$ cat config.mk
export PLATFORM = sky130hd
export DESIGN_NAME = image_reader
export DESIGN_NICKNAME = d
export VERILOG_FILES = /design/src/rtl/filtros_pkg.sv /design/src/rtl/pixel_fifo2.sv /design/src/rtl/image_reader.sv
export SDC_FILE = /design/constraint.sdc
export NUM_CORES = 1
export LEC_CHECK = 0
export CAP_MARGIN = 20
export CORE_UTILIZATION = 50
export DETAILED_ROUTE_END_ITERATION = 16
export GPL_TIMING_DRIVEN = 0
export PLACE_DENSITY = 0.77
export SYNTH_ARGS = -nofsm -noshare
export SYNTH_HDL_FRONTEND = slang
export SYNTH_HIERARCHICAL = 1
export SYNTH_SLANG_ARGS = --single-unit
export TNS_END_PERCENT = 30
$ cat constraint.sdc
create_clock -name clk -period 2.3 [get_ports clk]
set_input_delay 0.46 -clock clk [delete_from_list [all_inputs] [get_ports clk]]
set_output_delay 0.46 -clock clk [all_outputs]
set_load 0.005 [all_outputs]
$ cat src/rtl/filtros_pkg.sv
// Shared types and constants for the image streaming blocks.
// Holds the reader FSM encoding, bus widths and the default frame geometry.
package filtros_pkg;

    localparam int ADDR_W = 32;
    localparam int PIX_W  = 8;

    localparam logic [ADDR_W-1:0] DEF_BASE_ADDR  = 32'd0;
    localparam logic [31:0]       DEF_NUM_PIXELS = 32'd65536;

    typedef enum logic [1:0] {
        IDLE   = 2'd0,
        READ   = 2'd1,
        DRAIN  = 2'd2,
        FINISH = 2'd3
    } state_e;

endpackage

$ cat src/rtl/pixel_fifo2.sv
// Two-entry pixel FIFO with occupancy count and full/empty flags.
// Reads of an empty FIFO are ignored; the writer never pushes into a full FIFO.
module pixel_fifo2
    import filtros_pkg::*;
(
    input  logic             clk,
    input  logic             rst,
    input  logic             wr_en,
    input  logic [PIX_W-1:0] wr_data,
    input  logic             rd_en,
    output logic [PIX_W-1:0] rd_data,
    output logic [1:0]       count,
    output logic             full,
    output logic             empty
);

    logic [PIX_W-1:0] mem_q [2];
    logic [PIX_W-1:0] mem_d [2];
    logic             wr_ptr_q, wr_ptr_d;
    logic             rd_ptr_q, rd_ptr_d;
    logic [1:0]       count_q, count_d;
    logic             rd_ok;

    assign empty   = (count_q == 2'd0);
    assign full    = (count_q == 2'd2);
    assign count   = count_q;
    assign rd_data = mem_q[rd_ptr_q];
    assign rd_ok   = rd_en && !empty;

    always_comb begin
        mem_d    = mem_q;
        wr_ptr_d = wr_ptr_q;
        rd_ptr_d = rd_ptr_q;
        count_d  = count_q;
        if (wr_en) begin
            mem_d[wr_ptr_q] = wr_data;
            wr_ptr_d        = ~wr_ptr_q;
        end
        if (rd_ok) begin
            rd_ptr_d = ~rd_ptr_q;
        end
        // A simultaneous push and pop leaves the occupancy unchanged.
        case ({wr_en, rd_ok})
            2'b10:   count_d = count_q + 2'd1;
            2'b01:   count_d = count_q - 2'd1;
            default: count_d = count_q;
        endcase
    end

    always_ff @(posedge clk or negedge rst) begin
        if (!rst) begin
            mem_q    <= '{default: '0};
            wr_ptr_q <= 1'b0;
            rd_ptr_q <= 1'b0;
            count_q  <= 2'd0;
        end else begin
            mem_q    <= mem_d;
            wr_ptr_q <= wr_ptr_d;
            rd_ptr_q <= rd_ptr_d;
            count_q  <= count_d;
        end
    end

endmodule

$ cat src/rtl/image_reader.sv
// Streams one frame of 8-bit pixels from a read-only memory port onto a
// valid/ready pixel stream, keeping at most two pixels buffered or in flight.
module image_reader
    import filtros_pkg::*;
#(
    parameter logic [ADDR_W-1:0] BASE_ADDR  = DEF_BASE_ADDR,
    parameter logic [31:0]       NUM_PIXELS = DEF_NUM_PIXELS
) (
    input  logic              clk,
    input  logic              rst,
    input  logic              start,
    output logic              busy,
    output logic              done,
    output logic [ADDR_W-1:0] mem_addr,
    output logic              mem_rd,
    input  logic [PIX_W-1:0]  mem_q,
    output logic [PIX_W-1:0]  pix_data,
    output logic              pix_valid,
    input  logic              pix_ready,
    output logic              pix_last,
    output state_e            dbg_state,
    output logic [1:0]        dbg_fifo_count
);

    localparam logic [31:0] LAST_IDX = NUM_PIXELS - 32'd1;

    state_e      state_q, state_d;
    logic [31:0] issue_cnt_q, issue_cnt_d;
    logic [31:0] out_cnt_q, out_cnt_d;
    logic        inflight_q, inflight_d;

    logic        fifo_full, fifo_empty;
    logic        pop, credit, issue, last_hs;

    // Stream handshake: a pixel transfers on a rising edge where pix_valid and
    // pix_ready are both high; while valid is held without ready, pix_data and
    // pix_last do not change, and valid never drops before the transfer.
    assign pix_valid = !fifo_empty;
    assign pop       = pix_valid && pix_ready;
    assign pix_last  = pix_valid && (out_cnt_q == LAST_IDX);
    assign last_hs   = pop && pix_last;

    // Issue only if the FIFO, after this cycle's pop, has room for every
    // outstanding read plus the new one.
    assign credit = inflight_q ? (fifo_empty || (pop && !fifo_full))
                               : !(fifo_full && !pop);
    assign issue  = (state_q == READ) && credit;

    assign mem_rd    = issue;
    assign mem_addr  = BASE_ADDR + issue_cnt_q;
    assign busy      = (state_q != IDLE);
    assign done      = (state_q == FINISH);
    assign dbg_state = state_q;

    always_comb begin
        state_d     = state_q;
        issue_cnt_d = issue_cnt_q;
        out_cnt_d   = out_cnt_q;
        inflight_d  = issue;
        if (pop) begin
            out_cnt_d = out_cnt_q + 32'd1;
        end
        case (state_q)
            IDLE: begin
                if (start) state_d = READ;
            end
            READ: begin
                if (issue) begin
                    issue_cnt_d = issue_cnt_q + 32'd1;
                    if (issue_cnt_q == LAST_IDX) state_d = DRAIN;
                end
            end
            DRAIN: begin
                if (last_hs) state_d = FINISH;
            end
            FINISH: begin
                state_d     = IDLE;
                issue_cnt_d = '0;
                out_cnt_d   = '0;
            end
            default: state_d = IDLE;
        endcase
    end

    always_ff @(posedge clk or negedge rst) begin
        if (!rst) begin
            state_q     <= IDLE;
            issue_cnt_q <= '0;
            out_cnt_q   <= '0;
            inflight_q  <= 1'b0;
        end else begin
            state_q     <= state_d;
            issue_cnt_q <= issue_cnt_d;
            out_cnt_q   <= out_cnt_d;
            inflight_q  <= inflight_d;
        end
    end

    // Read data returns one cycle after issue and is captured unconditionally.
    pixel_fifo2 u_fifo (
        .clk     (clk),
        .rst     (rst),
        .wr_en   (inflight_q),
        .wr_data (mem_q),
        .rd_en   (pop),
        .rd_data (pix_data),
        .count   (dbg_fifo_count),
        .full    (fifo_full),
        .empty   (fifo_empty)
    );

endmodule

After elaboration in Yosys (flattened, before gate mapping)
Cells that the tools add are included.
{ "totals": {"register_bits": 87, "latchBits": 0, "mem_bits_rw": 0, "mem_bits_ro": 0, "in_bits": 12, "output_inout_bits": 49, "wordCells": 70, "mem_count": 0} }
{ "classes": {"n_addsub": 4, "n_mul": 0, "div_mod_pow": 0, "order_cmp": 3, "n_eq_ne": 12, "shift": 0, "n_mux": 17, "bitwise": 4, "n_reduce_logical": 21} }
{ "op_table": {"columns": ["operator", "n"], "rows": [
  ["2-to-1 mux 32 bit", 3],
  ["adder 32 x 1 -> 32 bit, second input constant", 2],
  ["equality test 32 x 16 -> 1 bit, second input constant", 2],
  ["case mux 32 bit (2 select lines)", 1],
  ["2-to-1 mux 8 bit", 4],
  ["bitwise mux 16 bit", 1],
  ["demux 8 bit (select 1 bit)", 1],
  ["equality test 2 bit, second input constant", 4],
  ["logical AND 1 bit", 8],
  ["2-to-1 mux 2 bit", 4],
  ["case mux 2 bit (4 select lines)", 1],
  ["nonzero test 2 bit", 4],
  ["inequality test 2 bit, second input constant", 3],
  ["equality test 2 x 1 -> 1 bit, second input constant", 2],
  ["greater-or-equal comparator 2 bit, second input constant", 2],
  ["logical NOT 1 bit", 4],
  ["logical NOT 2 bit", 2],
  ["NOT 1 -> 2 bit", 2],
  ["case mux 2 bit (2 select lines)", 1],
  ["AND reduction 4 bit", 1],
  ["adder 2 x 1 -> 2 bit, second input constant", 1],
  ["< comparator 2 x 1 -> 1 bit, second input constant", 1],
  ["inequality test 2 x 1 -> 1 bit, second input constant", 1],
  ["NOT 1 bit", 2],
  ["other kinds (4)", 4]
]} }

Longest topological paths before layout
Gate-level depths: netlist of the first run.
{ "logic_depth": {"depth_word": 10, "ltp_mapped": 9, "ltp_nobuf": 8} }

By module
The synthesis of the first run kept the hierarchy.
{ "by_module_without_submodules": {"columns": ["mod", "instances", "cells_per_inst", "area_each_um2", "seq_area_each_um2"], "rows": [
  ["image_reader", 1, 403, 3718.6, 1676.6],
  ["pixel_fifo2", 1, 58, 873.3, 500.5]
]} }

Least setup slack after synthesis of the first run
No wires, ideal clock.
{ "synth_path": {"path_kind": "register to register", "startpoint": "register issue_cnt_q[29]", "endpoint": "register state_q[1], in the netlist dbg_state[1]", "setup_time_ps": 128, "arrival_ps": 2205, "required_time_ps": 2172, "slack_ps": -33, "path_stages_with_launch": 6, "path_buffers": 0, "period_less_slack_ps": 2333, "cell_sequence": "dfrtp_1 or4_1 or4b_1 o41a_1 a21oi_2 mux2_1"} }
{ "synth_via": {"elab_chain_len": 3} }
{ "synth_lines": {"columns": ["element", "line_no", "text"], "rows": [
  ["from (decl)", "image_reader.sv:28", "logic [31:0] issue_cnt_q, issue_cnt_d;"],
  ["from (signal assigned)", "image_reader.sv:93", "issue_cnt_q <= issue_cnt_d;"],
  ["equality test 32 x 16 -> 1 bit", "image_reader.sv:70", "if (issue_cnt_q == LAST_IDX) state_d = DRAIN;"],
  ["inequality test 2 x 1 -> 1 bit (no source line)", null, null],
  ["AND reduction 4 bit (no source line)", null, null],
  ["to (signal assigned)", "image_reader.sv:92", "state_q <= state_d;"],
  ["to (decl)", "image_reader.sv:27", "state_e state_q, state_d;"]
]} }
Every way passes these cells.
A chain may end at the register's enable or synchronous reset.

Worst setup path in the final report of the first run
{ "layout_path": {"startpoint": "register issue_cnt_q[26]", "endpoint": "register state_q[1], in the netlist dbg_state[1]"} }
The elaborated chain is that of the path after synthesis.

==> results of run 1 <==
==> Yosys cell counts (all sizes together) (5+ instances only) <==
master and instances:
ha 8, nand3 24, nand4 18, mux2 25, nor4b 5, o31ai 7, and3 5, and4 5
nand2 28, xor2 21, and2 5, nor3 16, xnor2 31, a21oi 13, clkbuf 13, nor2 60
nor4 20, or2 7, dfrtp 87, inv 13, or4 11
==> sequential cells by signal, summed over array words and instances, names as in the netlist <==
signal / cells
dbg_state: 2
inflight_q: 1
issue_cnt_q: 32
out_cnt_q: 32
u_fifo/count: 2
u_fifo/mem_q: 16
u_fifo/rd_ptr_q: 1
u_fifo/wr_ptr_q: 1
==> area by class of cell <==
type / count / area [µm²] / share of cell area
clock inverters: 5 / 58.8 / 0.0100
flip-flops and latches: 87 / 2190 / 0.373
repair buffers: 85 / 807 / 0.137
plain buffers: 12 / 50.0 / 0.00853
clock buffers: 10 / 138 / 0.0234
inverters: 14 / 56.3 / 0.00959
well taps: 108 / 135 / 0.0230
multi-input cells: 344 / 2440 / 0.415
==> layer usage <==
metal,track usage,vias to the layer above,wire [µm]
li1,-,1841,-
met1,0.341,1933,5100
met2,0.376,161,5260
met3,0.0487,20,757
met4,0.0851,0,176
met5,0,-,0
==> metrics by stage <==
stage                util  hold WS [ns]  TNS (ns)  total power [mW]
floorplan               -         0.164         0              3.07
global placement    0.605         0.481   -224.55              3.81
detailed placement  0.608         0.406    -20.93              3.88
CTS                 0.652        0.0121    -0.399              5.11
global route        0.667        0.0285    -0.539              5.51
finish              0.667        0.0144    -0.296              5.21
==> where the power goes <==
group	switching (mW)	internal [mW]	total (mW)
sequential	0.250	1.81	2.06
clock	0.543	0.525	1.07
combinational	0.967	1.11	2.08
total	1.76	3.45	5.21
==> worst max path at each step <==
stage | start | end | slack (ns)
detailed placement | out_cnt_q[7] | pix_last | -0.69
global placement | rst | out_cnt_q[19] | -2.37
global route | issue_cnt_q[26] | dbg_state[1] | -0.18
CTS | u_fifo/count[0] | mem_rd | -0.18
finish | issue_cnt_q[26] | dbg_state[1] | -0.14
floorplan | dbg_state[1] | issue_cnt_q[30] | 0.009
==> logic make-up (layout without fill, tap and decap cells) <==
logic type / count (synthesis) / in the layout
flops: 87 / 87
xor+xnor: 52 / 52
compound gates: 35 / 35
simple gates: 222 / 222
fa+ha+maj: 8 / 8
buf+inv: 30 / 126
mux: 27 / 27
==> timing repair <==
action,CTS,global route
setup buffers,12,12
gates resized for setup,27,18
pin swaps,7,0
endpoints found under the setup margin,41,41
==> metrics.md, run 1 <==
| Metric | Value |
|---|---|
| H-tree Lvls | `3` |
| First-pass GRT wire length | `18600 µm` |
| RR Startpoint | `issue_cnt_q[26]` |
| IO Pins | `61` |
| Share of synthesized cell area in full adder, half adder and majority cells | `0.0218` |
| Crit Path Class | `reg2reg` |
| Synth area leader | `dfrtp_1` |
| Worst-path clk slew | `0.09 ns` |
| Final Cell Area | `5870 µm²` |
| Post-cts hold buffer count | `0` |
| DR pass1 iterations | `11` |
| Critical Path Max Stage Delay | `0.53 ns` |
| Maximum vdd drop | `0.543 mV` |
| Status | `finished, violations left` |
| Yosys Warn Count | `6` |
| Post-Route Skew | `0.0102 ns` |
| Via count | `3955` |
| WL final | `11300 µm` |
| Ratio of cells with drive above 1 in the final layout | `0.208` |
| Synth cell types | `51` |
| Max-Cap Viols | `0` |
| Setup WS pre-CTS | `-0.691 ns` |
| WL per Instance | `17.0 µm` |
| Number of diodes | `0` |
| Slowest CP cell | `or4_4` |
| PwrDens | `887 nW/µm²` |
| Die ar. | `9570 µm²` |
| Crit path max fanout | `5` |
| Dpl cell area | `5350 µm²` |
| Sequential fraction of the synthesis area | `0.474` |
| Die height | `97.8 µm` |
| Gate Count Post-Synth | `461` |
| Setup violations, final | `3` |
| Crit path DAT | `2.68 ns` |
| Vias in the first global route | `3759` |
| Clock period minus worst slack | `2.44 ns` |
| Synth area leaders | `dfrtp_1 47%, xnor2_1 5.9%, mux2_2 5.9%, nor2_1 4.8%, xor2_1 4.0%` |
| Clock Path Buffers | `2` |
| Hold Path Class | `in2async` |
| Max_slew headroom | `0.584` |
| Most frequent cells in the layout | `78 x dfrtp_1, 57 x nor2_1, 57 x clkdlybuf4s50_1` |
| Worst setup margin | `-0.143 ns` |
| Vias per std cell | `5.95` |
| Cts bufs inserted | `9` |
| Mux contribution to synthesized area | `0.0657` |
| Synth async-reset ratio | `1.00` |
| Final Max Slew Viols | `0` |
| Largest family of logic cells by synthesized area | `simple AND/OR/NAND/NOR gates` |
| Largest net degree at the start of global routing | `62` |
| FP Rows | `34` |
| Synth Area in Compound Gates | `0.0537` |
| Latest clock arrival within the worst-skew pair | `0.36 ns` |
| Highest Clock Rate | `409 MHz` |
| Worst R2R End | `dbg_state[1]` |
| Simple-gate share of the synthesized area | `0.261` |
| Root Buffer | `clkbuf_8` |
| Initial antenna violation count | `0` |
| Worst-path cell chain | `or4_4, or4b_1, o41a_1, a21oi_2, mux2_4` |
| Final ANT Viol Nets | `0` |
| Hpwl dp | `7520 µm` |
| GR Overflow Total | `0` |
| Worst Reg2Reg Path Length in Cells | `5` |
| Period utilization | `1.06` |
| Family with the most delay on the worst path | `simple AND/OR/NAND/NOR gates` |
| Share of Yosys cell area claimed by the top area cell type | `0.474` |
| CTS sink count | `87` |
| Element type at the critical path end | `flop` |
| Ys flop type | `dfrtp_1` |
| Failing checks | `DRC, setup timing` |
| Seq cells post-synth | `87` |
| Worst Tran Pin Value | `0.619 ns` |
| IO Port Bufs | `60` |
| RSZ-0062 raised after global routing | `yes` |
| Post-synth net total | `481` |
| DRT iter0 DRCs | `342` |
| Final #Nets | `573` |
| Flop2flop setup slack | `-0.14 ns` |
| Fill cells | `687` |
| Die span in x | `97.8 µm` |
| CP required | `2.54 ns` |
| EDFF count, synth | `0` |
| WP depth | `5` |
| CTS tree | `done` |
| Element type at the critical path start | `flop` |
| Crit path buf inv count | `0` |
| Synthesized area | `4590 µm²` |
| Hold Fails Final Rpt | `0` |
| LEAKAGE | `2.35 nW` |
| Commonest non-fill, non-tap cell in the layout | `dfrtp_1` |
| Avg Inst Size Synth | `9.96 µm²` |
| Placed cell count | `630` |
| GPL Wtd Cong | `0.919` |
| Non-Filler Instances | `665` |
| Post-Synth XOR/XNOR Area | `0.0992` |
| DRC | `8` |
| Core area | `8810 µm²` |
| Starting Density | `0.521` |
| Area Overhead vs Synth | `27.8%` |
| Total track usage | `0.243` |
Note: power is estimated with default switching activity, not from simulation.
==> inputs of run 2 (changes only) <==
CELL_PAD_IN_SITES_DETAIL_PLACEMENT = 1   (was default)
CELL_PAD_IN_SITES_GLOBAL_PLACEMENT = 2   (was default)
CORE_UTILIZATION = 38   (was 50)
CTS_BUF_LIST = sky130_fd_sc_hd__clkbuf_4   (was default)
DONT_BUFFER_PORTS = 1   (was default)
PLACE_DENSITY = 0.79   (was 0.77)
==> run 2 against run 1 <==
  * The run still ends with DRC, setup timing left
  * Core utilization fell by 22 points
  * Die area increased by 31%
  * Final area down 12%
  * Global-route usage down 3.4 points
  * Clock power is 23% lower
  * Sequential share of layout area grew 5.2 points
  * Fmax is 0.80% higher
  * Critical path type unchanged
  * Largest power group is now registers
==> metrics.md, run 2 (synthesis gave the netlist of run 1 again) <==
| Metric | Value |
|---|---|
| Crit path DAT | `2.81 ns (was 2.68 ns)` |
| Largest registers | `issue_cnt_q (32), out_cnt_q (32), u_fifo/mem_q (16) (unchanged)` |
| Final ANT Viol Nets | `0 (unchanged)` |
| Worst-path clk slew | `0.16 ns (was 0.09 ns)` |
| Pint | `2.71 mW (was 3.45 mW)` |
| Setup violations, final | `6 (was 3)` |
| GR Overflow Total | `0 (unchanged)` |
| Core area | `11600 µm² (was 8810 µm²)` |
| Hold Fails Final Rpt | `0 (unchanged)` |
| WL per Instance | `19.3 µm (was 17.0 µm)` |
| Total track usage | `0.209 (was 0.243)` |
| FP Rows | `39 (was 34)` |
| Non-Filler Instances | `629 (was 665)` |
| Via count | `3607 (was 3955)` |
| Crit. Startpoint | `issue_cnt_q[29] (was issue_cnt_q[26])` |
| Starting Density | `0.395 (was 0.521)` |
| Worst hold slack | `0.117 ns (was 0.0144 ns)` |
| DRT iter0 DRCs | `226 (was 342)` |
| Element type at the critical path end | `flop (unchanged)` |
| LEAKAGE | `2.03 nW (was 2.35 nW)` |
| IO Pins | `61 (unchanged)` |
| Vias in the first global route | `3825 (was 3759)` |
| RSZ-0062 raised after global routing | `yes (unchanged)` |
| Latest clock arrival within the worst-skew pair | `0.48 ns (was 0.36 ns)` |
| Maximum vdd drop | `0.267 mV (was 0.543 mV)` |
| Max_slew headroom | `0.595 (was 0.584)` |
| Ratio of cells with drive above 1 in the final layout | `0.224 (was 0.208)` |
| Max-Cap Viols | `0 (unchanged)` |
| Root Buffer | `clkbuf_4 (was clkbuf_8)` |
| Largest net degree at the start of global routing | `88 (was 62)` |
| Worst R2R End | `dbg_state[1] (unchanged)` |
| Number of diodes | `0 (unchanged)` |
| Highest Clock Rate | `413 MHz (was 409 MHz)` |
| Initial antenna violation count | `0 (unchanged)` |
| Worst setup margin | `-0.124 ns (was -0.143 ns)` |
| Crit Path Class | `reg2reg (unchanged)` |
| DR pass1 iterations | `12 (was 11)` |
| Placed cell count | `605 (was 630)` |
| IO Port Bufs | `0 (was 60)` |
| Clock share of power | `0.184 (was 0.205)` |
| Critical Path Max Stage Delay | `0.51 ns (was 0.53 ns)` |
| Hpwl dp | `8360 µm (was 7520 µm)` |
| Worst-path cell chain | `or4_1, or4b_1, o41a_1, a21oi_2, mux2_4 (was or4_4, or4b_1, o41a_1, a21oi_2, mux2_4)` |
| Comb pwr share | `0.345 (was 0.399)` |
| First-pass GRT wire length | `20500 µm (was 18600 µm)` |
| H-tree Lvls | `3 (unchanged)` |
| CTS sink count | `87 (unchanged)` |
| CP required | `2.68 ns (was 2.54 ns)` |
| Crit path capture | `dbg_state[1] (unchanged)` |
| Flop2flop setup slack | `-0.12 ns (was -0.14 ns)` |
| Vias per std cell | `5.73 (was 5.95)` |
| Die height | `112 µm (was 97.8 µm)` |
| Final Max Slew Viols | `0 (unchanged)` |
| Area Overhead vs Synth | `12.4% (was 27.8%)` |
| Element type at the critical path start | `flop (unchanged)` |
| Clock Path Buffers | `2 (unchanged)` |
| PwrDens | `864 nW/µm² (was 887 nW/µm²)` |
| Slowest CP cell | `or4_1 (was or4_4)` |
| Failing checks | `DRC, setup timing (unchanged)` |
| RR Startpoint | `issue_cnt_q[29] (was issue_cnt_q[26])` |
| Commonest non-fill, non-tap cell in the layout | `dfrtp_1 (unchanged)` |
| GPL Wtd Cong | `0.771 (was 0.919)` |
| Register share of total power | `0.471 (was 0.396)` |
| Switching Share | `0.391 (was 0.338)` |
| WL final | `12100 µm (was 11300 µm)` |
| Die span in x | `112 µm (was 97.8 µm)` |
| Period utilization | `1.05 (was 1.06)` |
| Final #Nets | `501 (was 573)` |
| Cts bufs inserted | `9 (unchanged)` |
| Clock period minus worst slack | `2.42 ns (was 2.44 ns)` |
| Status | `finished, violations left (unchanged)` |
| Post-Route Skew | `0.0233 ns (was 0.0102 ns)` |
| Crit path max fanout | `6 (was 5)` |
| Most frequent cells in the layout | `74 x dfrtp_1, 57 x nor2_1, 31 x xnor2_1 (was 78 x dfrtp_1, 57 x nor2_1, 57 x clkdlybuf4s50_1)` |
| WP depth | `5 (unchanged)` |
| DRC | `5 (was 8)` |
| CTS tree | `done (unchanged)` |
| Switching power | `1.75 mW (was 1.76 mW)` |
| Die ar. | `12500 µm² (was 9570 µm²)` |
| Hold Path Class | `in2reg (was in2async)` |
| Worst Reg2Reg Path Length in Cells | `5 (unchanged)` |
| Family with the most delay on the worst path | `simple AND/OR/NAND/NOR gates (unchanged)` |
| Worst Tran Pin Value | `0.602 ns (was 0.619 ns)` |
| Crit path buf inv count | `0 (unchanged)` |
-- run 2: power groups by stage --
| stage | Sequential, mW | Clock, mW | Combinational (mW) |
|---|---|---|---|
| after CTS | 2.10 | 0.853 | 1.51 |
| after detailed placement | 2.11 | 0 | 1.38 |
| after global routing | 2.14 | 0.920 | 1.71 |
| after floorplan | 2.02 | 0 | 1.05 |
| after global placement | 2.08 | 0 | 1.33 |
| final | 2.10 | 0.819 | 1.54 |
-- run 2: repair_timing --
action	in CTS	in global routing
endpoints found under the setup margin	50	36
setup buffers	7	3
resized for setup	31	21
endpoints found under the hold margin	87	87
pin swaps	5	5
-- run 2: area by class of cell --
class	count	area, µm²
flip-flops and latches	87	2190
clock buffers	9	67.6
repair buffers	13	120
fillers	1308	6450
inverters	14	56.3
clock inverters	7	55.1
well taps	143	179
plain buffers	12	60.1
multi-input cells	344	2430
-- run 2: per-layer routing --
layer  vias to the layer above  share of wire  GRT usage  wire (µm)
met1                      1819           0.47      0.282       5660
met2                        73           0.46      0.322       5640
li1                       1699              -          -          -
met4                         0          0.020     0.0865        241
met5                         -              0          0          0
met3                        16          0.049     0.0512        595
-- run 2: how the worst min path moves through the flow --
stage	from	endpoint	slack, ns	cells after the start
final	mem_q[1]	u_fifo/mem_q[9]	0.12	1
after global routing	mem_q[6]	u_fifo/mem_q[6]	0.06	1
after CTS	rst	u_fifo/mem_q[7]	-0.39	0
after detailed placement	rst	u_fifo/mem_q[7]	0.17	0
after global placement	rst	u_fifo/mem_q[7]	0.17	0
after floorplan	rst	dbg_state[0]	0.16	0
-- run 2: metrics by stage --
stage / cell area, µm² / total power [mW] / util / setup slack (ns) / TNS (ns)
CTS: 5040 / 4.46 / 0.434 / -0.135 / -0.463
floorplan: 4590 / 3.07 / - / 0.00898 / 0
detailed placement: 4780 / 3.49 / 0.411 / -0.534 / -15.95
global placement: 4770 / 3.42 / 0.411 / -0.467 / -14.51
finish: 5160 / 4.46 / 0.445 / -0.124 / -0.441
global route: 5160 / 4.77 / 0.445 / -0.210 / -1.46
